[src/rtl/fwd_pkg.sv]
// Shared constants for the forwarding/hazard controller: operand-select
// encodings and the default register-address width.
package fwd_pkg;

  // Operand mux select encodings (value 3 is never produced)
  localparam logic [1:0] SEL_RF  = 2'd0;  // register file
  localparam logic [1:0] SEL_EXM = 2'd1;  // EX/MEM result
  localparam logic [1:0] SEL_MWB = 2'd2;  // MEM/WB result

  // Default register-address width: 16 architectural registers, r0 is zero
  localparam int DEF_REG_AW = 4;

endpackage

[src/rtl/fwd_cmp.sv]
// Single-operand forwarding comparator. Checks one source register against
// the EX and MEM destination slots and returns the operand mux select.
// The newest producer (EX) wins over the older one (MEM); r0 never forwards.
module fwd_cmp
  import fwd_pkg::*;
#(
  parameter int REG_AW = DEF_REG_AW
) (
  input  logic [REG_AW-1:0] src,
  input  logic              use_src,
  input  logic [REG_AW-1:0] ex_rd,
  input  logic              ex_we,
  input  logic [REG_AW-1:0] mem_rd,
  input  logic              mem_we,
  output logic [1:0]        sel
);

  // Priority match: EX slot first, then MEM slot, else register file
  always_comb begin
    sel = SEL_RF;
    if (use_src && (src != '0)) begin
      if (ex_we && (ex_rd == src)) begin
        sel = SEL_EXM;
      end else if (mem_we && (mem_rd == src)) begin
        sel = SEL_MWB;
      end
    end
  end

endmodule

[src/rtl/fwd_sel_unit.sv]
// Pipeline forwarding and load-use hazard controller.
// Tracks the destination registers of the instructions in EX and MEM,
// registers the ALU operand A/B selects so they line up with the
// instruction in EX, and raises a combinational load-use stall request.
// Optional event counters are built only when FWD_CNT_EN is defined;
// otherwise fwd_cnt/stall_cnt are tied to zero.
module fwd_sel_unit
  import fwd_pkg::*;
#(
  parameter int REG_AW = DEF_REG_AW,
  parameter int CNT_W  = 16
) (
  input  logic              clk,
  input  logic              rst,
  input  logic [REG_AW-1:0] id_rs,
  input  logic [REG_AW-1:0] id_rt,
  input  logic              id_use_rt,
  input  logic [REG_AW-1:0] id_rd,
  input  logic              id_we,
  input  logic              id_ld,
  input  logic              flush,
  output logic [1:0]        sel_a,
  output logic [1:0]        sel_b,
  output logic              stall_req,
  output logic [CNT_W-1:0]  fwd_cnt,
  output logic [CNT_W-1:0]  stall_cnt
);

  // Stage slots
  logic [REG_AW-1:0] ex_rd_q,  ex_rd_d;
  logic              ex_we_q,  ex_we_d;
  logic              ex_ld_q,  ex_ld_d;
  logic [REG_AW-1:0] mem_rd_q, mem_rd_d;
  logic              mem_we_q, mem_we_d;

  // Registered selects
  logic [1:0] sel_a_q, sel_a_d;
  logic [1:0] sel_b_q, sel_b_d;

  logic [1:0] cmp_a, cmp_b;
  logic       bubble;

  fwd_cmp #(.REG_AW(REG_AW)) u_cmp_a (
    .src     (id_rs),
    .use_src (1'b1),
    .ex_rd   (ex_rd_q),
    .ex_we   (ex_we_q),
    .mem_rd  (mem_rd_q),
    .mem_we  (mem_we_q),
    .sel     (cmp_a)
  );

  fwd_cmp #(.REG_AW(REG_AW)) u_cmp_b (
    .src     (id_rt),
    .use_src (id_use_rt),
    .ex_rd   (ex_rd_q),
    .ex_we   (ex_we_q),
    .mem_rd  (mem_rd_q),
    .mem_we  (mem_we_q),
    .sel     (cmp_b)
  );

  // Load-use hazard: a load in EX produces a register the ID instruction reads
  always_comb begin
    stall_req = ex_ld_q && ex_we_q && (ex_rd_q != '0) &&
                ((ex_rd_q == id_rs) || (id_use_rt && (ex_rd_q == id_rt)));
  end

  // Next-state: stall and flush both collapse into a single bubble in EX;
  // MEM always advances so the load reaches MEM/WB and can be forwarded
  always_comb begin
    bubble   = stall_req || flush;
    mem_rd_d = ex_rd_q;
    mem_we_d = ex_we_q;
    if (bubble) begin
      ex_rd_d = '0;
      ex_we_d = 1'b0;
      ex_ld_d = 1'b0;
      sel_a_d = SEL_RF;
      sel_b_d = SEL_RF;
    end else begin
      ex_rd_d = id_rd;
      ex_we_d = id_we;
      ex_ld_d = id_ld;
      sel_a_d = cmp_a;
      sel_b_d = cmp_b;
    end
  end

  // Slot and select registers, cleared asynchronously
  always_ff @(posedge clk or posedge rst) begin
    if (rst) begin
      ex_rd_q  <= '0;
      ex_we_q  <= 1'b0;
      ex_ld_q  <= 1'b0;
      mem_rd_q <= '0;
      mem_we_q <= 1'b0;
      sel_a_q  <= SEL_RF;
      sel_b_q  <= SEL_RF;
    end else begin
      ex_rd_q  <= ex_rd_d;
      ex_we_q  <= ex_we_d;
      ex_ld_q  <= ex_ld_d;
      mem_rd_q <= mem_rd_d;
      mem_we_q <= mem_we_d;
      sel_a_q  <= sel_a_d;
      sel_b_q  <= sel_b_d;
    end
  end

  assign sel_a = sel_a_q;
  assign sel_b = sel_b_q;

`ifdef FWD_CNT_EN
  logic [CNT_W-1:0] fwd_cnt_q,   fwd_cnt_d;
  logic [CNT_W-1:0] stall_cnt_q, stall_cnt_d;

  // Saturating event counters: one forward event per cycle, not per operand
  always_comb begin
    fwd_cnt_d   = fwd_cnt_q;
    stall_cnt_d = stall_cnt_q;
    if (((sel_a_d != SEL_RF) || (sel_b_d != SEL_RF)) && (fwd_cnt_q != '1)) begin
      fwd_cnt_d = fwd_cnt_q + CNT_W'(1);
    end
    if (stall_req && (stall_cnt_q != '1)) begin
      stall_cnt_d = stall_cnt_q + CNT_W'(1);
    end
  end

  // Counter registers, cleared asynchronously
  always_ff @(posedge clk or posedge rst) begin
    if (rst) begin
      fwd_cnt_q   <= '0;
      stall_cnt_q <= '0;
    end else begin
      fwd_cnt_q   <= fwd_cnt_d;
      stall_cnt_q <= stall_cnt_d;
    end
  end

  assign fwd_cnt   = fwd_cnt_q;
  assign stall_cnt = stall_cnt_q;
`else
  assign fwd_cnt   = '0;
  assign stall_cnt = '0;
`endif

endmodule

[config.mk]
export PLATFORM = sky130hd
export DESIGN_NAME = fwd_sel_unit
export DESIGN_NICKNAME = d
export VERILOG_FILES = /design/src/rtl/fwd_pkg.sv /design/src/rtl/fwd_cmp.sv /design/src/rtl/fwd_sel_unit.sv
export SDC_FILE = /design/constraint.sdc
export NUM_CORES = 1
export LEC_CHECK = 0
export BUFFER_PORTS_ARGS = -buffer_cell sky130_fd_sc_hd__buf_2
export CAP_MARGIN = 20
export CELL_PAD_IN_SITES_DETAIL_PLACEMENT = 2
export CELL_PAD_IN_SITES_GLOBAL_PLACEMENT = 2
export CORE_MARGIN = 8
export CORE_UTILIZATION = 22
export CTS_CLUSTER_DIAMETER = 30
export CTS_CLUSTER_SIZE = 24
export DETAILED_ROUTE_END_ITERATION = 8
export HOLD_SLACK_MARGIN = 0.1
export PLACE_DENSITY_LB_ADDON = 0.12
export SKIP_CTS_REPAIR_TIMING = 1
export SYNTH_ARGS = -nofsm -noshare
export SYNTH_HDL_FRONTEND = slang
export SYNTH_SLANG_ARGS = --single-unit
export TNS_END_PERCENT = 10
[constraint.sdc]
create_clock -name clk -period 1.7 [get_ports clk]
set_input_delay 0.17 -clock clk [delete_from_list [all_inputs] [get_ports clk]]
set_output_delay 0.17 -clock clk [all_outputs]
set_load 0.02 [all_outputs]
==> results of run 1 <==
routing by layer:
metal  vias to the layer above  global-route usage
met3                         2              0.0342
met5                         -                   0
met4                         0              0.0240
met2                        34               0.107
li1                        316                   -
met1                       323              0.0696
flip-flops by register name, summed over array words and instances (netlist names):
signal / count
ex_ld_q: 1
ex_rd_q: 4
ex_we_q: 1
mem_rd_q: 4
mem_we_q: 1
sel_a: 2
sel_b: 2
power groups by stage:
stage | Clock (mW) | Sequential, mW | Combinational, mW
floorplan | 0 | 0.390 | 0.178
global placement | 0 | 0.389 | 0.176
detailed placement | 0 | 0.389 | 0.178
CTS | 0.301 | 0.383 | 0.178
global route | 0.318 | 0.384 | 0.208
finish | 0.289 | 0.382 | 0.190
per-stage QoR:
| stage | setup WS [ps] | TNS (ps) | hold slack, ps | std cells | total power, mW |
|---|---|---|---|---|---|
| after global routing | -220 | -1080 | 186 | 180 | 0.911 |
| after detailed placement | -109 | -551 | 285 | 174 | 0.566 |
| after global placement | -89.2 | -347 | 276 | 174 | 0.565 |
| after CTS | -242 | -983 | 18.9 | 178 | 0.862 |
| after floorplan | -92.2 | -243 | 71.5 | 126 | 0.568 |
| final | -173 | -488 | 182 | 180 | 0.861 |
placed cells by master, fill, tap and decap left out:
cell,count
conb_1,32
buf_2,21
dfrtp_1,15
xnor2_1,9
xor2_1,7
nor3b_2,7
buf_4,6
nand3_1,3
nor4_1,3
clkbuf_8,3
buf_6,3
nand4_1,2
inv_1,2
nor4_4,2
nor2_1,2
or4_4,1
and4_4,1
a2bb2o_4,1
or2_2,1
nand2_1,1
nand2b_1,1
nor4b_4,1
nor3_1,1
clkbuf_1,1
dlygate4sd3_1,1
buf_12,1
final cells by class:
| class | instances | area, um^2 |
|---|---|---|
| repair buffers | 32 | 214 |
| fillers | 508 | 3120 |
| inverters | 2 | 7.51 |
| multi-input cells | 75 | 532 |
| flip-flops and latches | 15 | 375 |
| well taps | 52 | 65.1 |
| clock buffers | 4 | 45.0 |
synth_stat cells, drive strengths merged:
cell    number
a2bb2o       1
and4         1
buf         33
clkbuf       1
conb         1
dfrtp       15
inv          2
nand2        1
nand2b       1
nand3        3
nand4        2
nor2         2
nor3         1
nor3b        7
nor4         5
nor4b        1
or2          1
or4          1
xnor2        9
xor2         7
logic make-up after synthesis:
kind of cell,after synthesis
compound gates,1
xor+xnor,16
buf+inv,36
flops,15
other cells,1
simple gates,26
worst paths after layout:
| check | from | endpoint | slack [ps] |
|---|---|---|---|
| max in group asynchronous | rst | mem_rd_q[0] | 780 |
| min in group asynchronous | rst | ex_ld_q | 530 |
| max reg2reg | ex_rd_q[3] | sel_b[0] | -100 |
| min reg2reg | ex_we_q | mem_we_q | 470 |
| min | id_rd[3] | ex_rd_q[3] | 180 |
| max | ex_rd_q[3] | stall_req | -170 |
==> metrics.txt, run 1 <==
DRT met1 WL=954 um; Synth Area in Adders=0; Die W=83.2 um; routability cong.=0.723; max_cap viols=0; post-synthesis compound-gate area fraction=0.0201; Lkg Pwr=0.603 nW; mux contribution to synthesized area=0; Fmax=534 MHz; clock latency on the worst-skew pair=240 ps; Synth Instances=95; switching power total=0.259 mW; crit path capture type=output port; switching share of power=0.300; Worst Hold Class=input port to flip-flop; P_int=0.603 mW; Avg Vias per Cell=3.75; Final Critical Period=1870 ps; IO buf count=22; ANT cells=0; Hold Path Stages=2; final WL=2470 um; DRC marker count from the first detailed-route iteration=13; CP max stage delay=530 ps; Setup Skew=1.96 ps; met3 WL=236 um; first-pass GRT wire length=3730 um; met2 wire len=1250 um; required time of the critical path=1530 ps; final hold violations=0; DR pass1 iterations=2; Crit-path slowest cell=or4_4; Mapped Area=995 um^2; Max Fanout on Critical Path=3; Final Cycle Share=1.10; register area share after synthesis=0.377; final setup margin=-173 ps; synth top area cells=dfrtp_1, buf_4, xnor2_1, xor2_1, nor3b_1; Core Rows=24; Yosys top cell area share=0.377; Final setup viols=9; largest net degree at the start of global routing=16; Mapped Avg Cell Area=10.5 um^2; Final Util=0.284; Power Density=695 nW/um^2; outcome=complete, but fails checks; via count=675; Peak VDD IR=338 uV; failing checks=negative setup slack; Num CTS Buffers=3; Worst path top cell family by delay=simple AND/OR/NAND/NOR gates; GRT Util Overall=0.0653; Yosys reg bits=15; Worst Tran Pin Value=729 ps; die area=6930 um^2; worst r2r path cells=6; worst path cell trace=or4_4 -> and4_4 -> a2bb2o_4 -> buf_6; number of global-route vias before repair=772; max layer used=met4; Clock Path Buffers=2; clk slew on worst S/H paths=60 ps; main combinational cell family by area after synthesis=buffers and inverters; initial antenna violation count=0; Nets=147; Setup CP Type=flip-flop to output port; Yosys cell types=23; Critical Path AT=1700 ps; Detailed Place HPWL=2080 um; simple-gate share of the synthesized area=0.194; post-route cell area=1240 um^2; Root Driver=clkbuf_8; Layout area overhead=24.5%; antenna-violating nets left=0; Routed WL per cell=13.7 um; RSZ-0062 raised after global routing=yes; Yosys warning count=0; Max-slew headroom=0.509; combinational group share of total power=0.221; clock power share=0.335; Max H-tree Level=1; Yosys top cell by area=dfrtp_1; Core Region=4350 um^2; Critical Path Stages=4; Starting Density=0.228; Final Max Tran Viols=0; Critical Path Source Type=flip-flop; XOR/XNOR share of the synthesized area=0.141; layout cells sized above 1=0.375; CTS tree=yes; Die Ht=83.2 um; Congestion Overflow GR=0; Ports=55; Placed Area=1090 um^2; CP Buf/Inv Count=1; Seq pwr share=0.444; DRC Markers=0; CTS sink cnt=15
No activity file was read; power rests on OpenSTA's default activity.
==> run 2, diff against run 1 <==
--- a/config.mk
+++ b/config.mk
@@ -5,15 +5,15 @@
 export SDC_FILE = /design/constraint.sdc
 export NUM_CORES = 1
 export LEC_CHECK = 0
-export BUFFER_PORTS_ARGS = -buffer_cell sky130_fd_sc_hd__buf_2
 export CAP_MARGIN = 20
 export CELL_PAD_IN_SITES_DETAIL_PLACEMENT = 2
 export CELL_PAD_IN_SITES_GLOBAL_PLACEMENT = 2
 export CORE_MARGIN = 8
-export CORE_UTILIZATION = 22
+export CORE_UTILIZATION = 31
 export CTS_CLUSTER_DIAMETER = 30
 export CTS_CLUSTER_SIZE = 24
 export DETAILED_ROUTE_END_ITERATION = 8
+export DONT_BUFFER_PORTS = 1
 export HOLD_SLACK_MARGIN = 0.1
 export PLACE_DENSITY_LB_ADDON = 0.12
 export SKIP_CTS_REPAIR_TIMING = 1
==> metrics.txt, run 2 (synthesis gave the netlist of run 1 again) <==
RSZ-0062 raised after global routing=yes; IO buf count=0 (-100%); clk slew on worst S/H paths=90 ps (+30 ps); Clock Path Buffers=2 (unchanged); commonest non-fill, non-tap cell in the layout=conb_1; Max-slew headroom=0.596 (+0.0869); Setup CP Type=flip-flop to output port; Final Max Tran Viols=0 (unchanged); Lkg Pwr=0.528 nW (-13%); Crit-path slowest cell=or4_4; Max H-tree Level=1 (unchanged); CTS tree=yes; Routed WL per cell=15.2 um (+11%); post-route cell area=1180 um^2 (-4.8%); worst path cell trace=or4_4 -> and4_4 -> a2bb2o_4 -> buf_12; number of global-route vias before repair=706 (-8.5%); final hold violations=0 (unchanged); Final Cycle Share=1.13 (+0.0305); Die Ht=72.6 um (-13%); Hold Path Stages=3 (+1); Peak VDD IR=241 uV (-29%); CTS sink cnt=15 (unchanged); Max Fanout on Critical Path=4 (+1); met2 wire len=1250 um (+0.48%); ANT cells=0 (unchanged); Root Driver=clkbuf_4; met3 WL=228 um (-3.4%); final WL=2420 um (-2.2%); GRT Util Overall=0.0896 (+0.0243); Placed Area=988 um^2 (-9.4%); CP Buf/Inv Count=1 (unchanged); routability cong.=0.720 (-0.50%); DRC marker count from the first detailed-route iteration=15 (+2); Nets=134 (-8.8%); Setup Skew=2.56 ps (+0.601 ps); crit path capture type=output port; largest net degree at the start of global routing=16 (unchanged); Die W=72.6 um (-13%); Crit. Startpoint=ex_rd_q[1]; FILL cells=353 (-31%); Worst path top cell family by delay=simple AND/OR/NAND/NOR gates; failing checks=negative setup slack; Worst Tran Pin Value=600 ps (-129 ps); CP max stage delay=530 ps (about the same); Core Rows=20 (-17%); Core Region=3050 um^2 (-30%); most frequent cells in the layout=conb_1, dfrtp_1, dlygate4sd3_1; max layer used=met4; largest registers=ex_rd_q x4, mem_rd_q x4; post-place setup slack=-77.5 ps (+31.1 ps); Avg Vias per Cell=3.96 (+5.5%); Critical Path Source Type=flip-flop; Power Density=655 nW/um^2 (-5.8%); via count=629 (-6.8%); Critical Path AT=1750 ps (+50 ps); clock latency on the worst-skew pair=290 ps (+50 ps); worst r2r path cells=6 (unchanged); final setup margin=-225 ps (-51.9 ps); Ports=55 (unchanged); antenna-violating nets left=0 (unchanged); Final setup viols=9 (unchanged); die area=5280 um^2 (-24%); Critical Path Stages=4 (unchanged); layout cells sized above 1=0.209 (-0.166); Num CTS Buffers=3 (unchanged); Layout area overhead=18.5%; Fmax=520 MHz (-2.7%); max_cap viols=0 (unchanged); DRT met1 WL=894 um (-6.3%); Congestion Overflow GR=0 (unchanged); hold path start=id_rs[3]; first-pass GRT wire length=3640 um (-2.6%); required time of the critical path=1530 ps (about the same); DR pass1 iterations=3 (+1); Starting Density=0.326 (+0.0974); worst r2r src=ex_rd_q[1]; outcome=complete, but fails checks; Worst Hold Class=input port to flip-flop; initial antenna violation count=0 (unchanged); Final Critical Period=1920 ps (+51.9 ps); DRC Markers=0 (unchanged)
-- run 2: final cells by class --
type | count | area [um^2] | area share
Clock buffer | 4 | 26.3 | 0.0223
Inverter | 2 | 7.51 | 0.00637
Multi-Input combinational cell | 75 | 515 | 0.437
Sequential cell | 15 | 375 | 0.318
Tap cell | 44 | 55.1 | 0.0467
Timing Repair Buffer | 19 | 199 | 0.169
-- run 2: worst register-to-register path: cells and delay by family, from the launching register on --
kind / cells / cell delay, ps
flip-flops: 1 / 380
buffers and inverters: 2 / 280
AO/OA/AOI/OAI: 1 / 220
AND/OR/NAND/NOR: 3 / 890
-- run 2: through the flow --
step	cells	utilization	power [mW]	hold slack, ps	TNS [ps]
floorplan	126	-	0.568	71.5	-243
global placement	143	0.324	0.532	165	-261
detailed placement	143	0.324	0.535	160	-292
CTS	147	0.332	0.748	-164	-821
global route	159	0.386	0.817	107	-1650
finish	159	0.386	0.772	109	-1130
-- run 2: layer usage --
metal	up-vias	global-route usage
met3	4	0.0398
met4	0	0.0533
met1	301	0.0919
li1	290	-
met5	-	0
met2	34	0.147
-- run 2: path summary, 6_finish.rpt --
check	to	slack (ps)
max	stall_req	-220
min reg2reg	mem_we_q	490
min	sel_a[1]	110
max in group asynchronous	ex_rd_q[1]	940
min in group asynchronous	mem_rd_q[2]	380
max reg2reg	ex_rd_q[0]	-150
-- run 2: power breakdown --
| part | switching [mW] | leakage, nW | total, mW | internal, mW |
|---|---|---|---|---|
| Clock | 0.119 | 0.0150 | 0.210 | 0.0913 |
| Combinational | 0.112 | 0.315 | 0.179 | 0.0664 |
| Sequential | 0.0122 | 0.198 | 0.383 | 0.371 |
| Total | 0.243 | 0.528 | 0.772 | 0.528 |
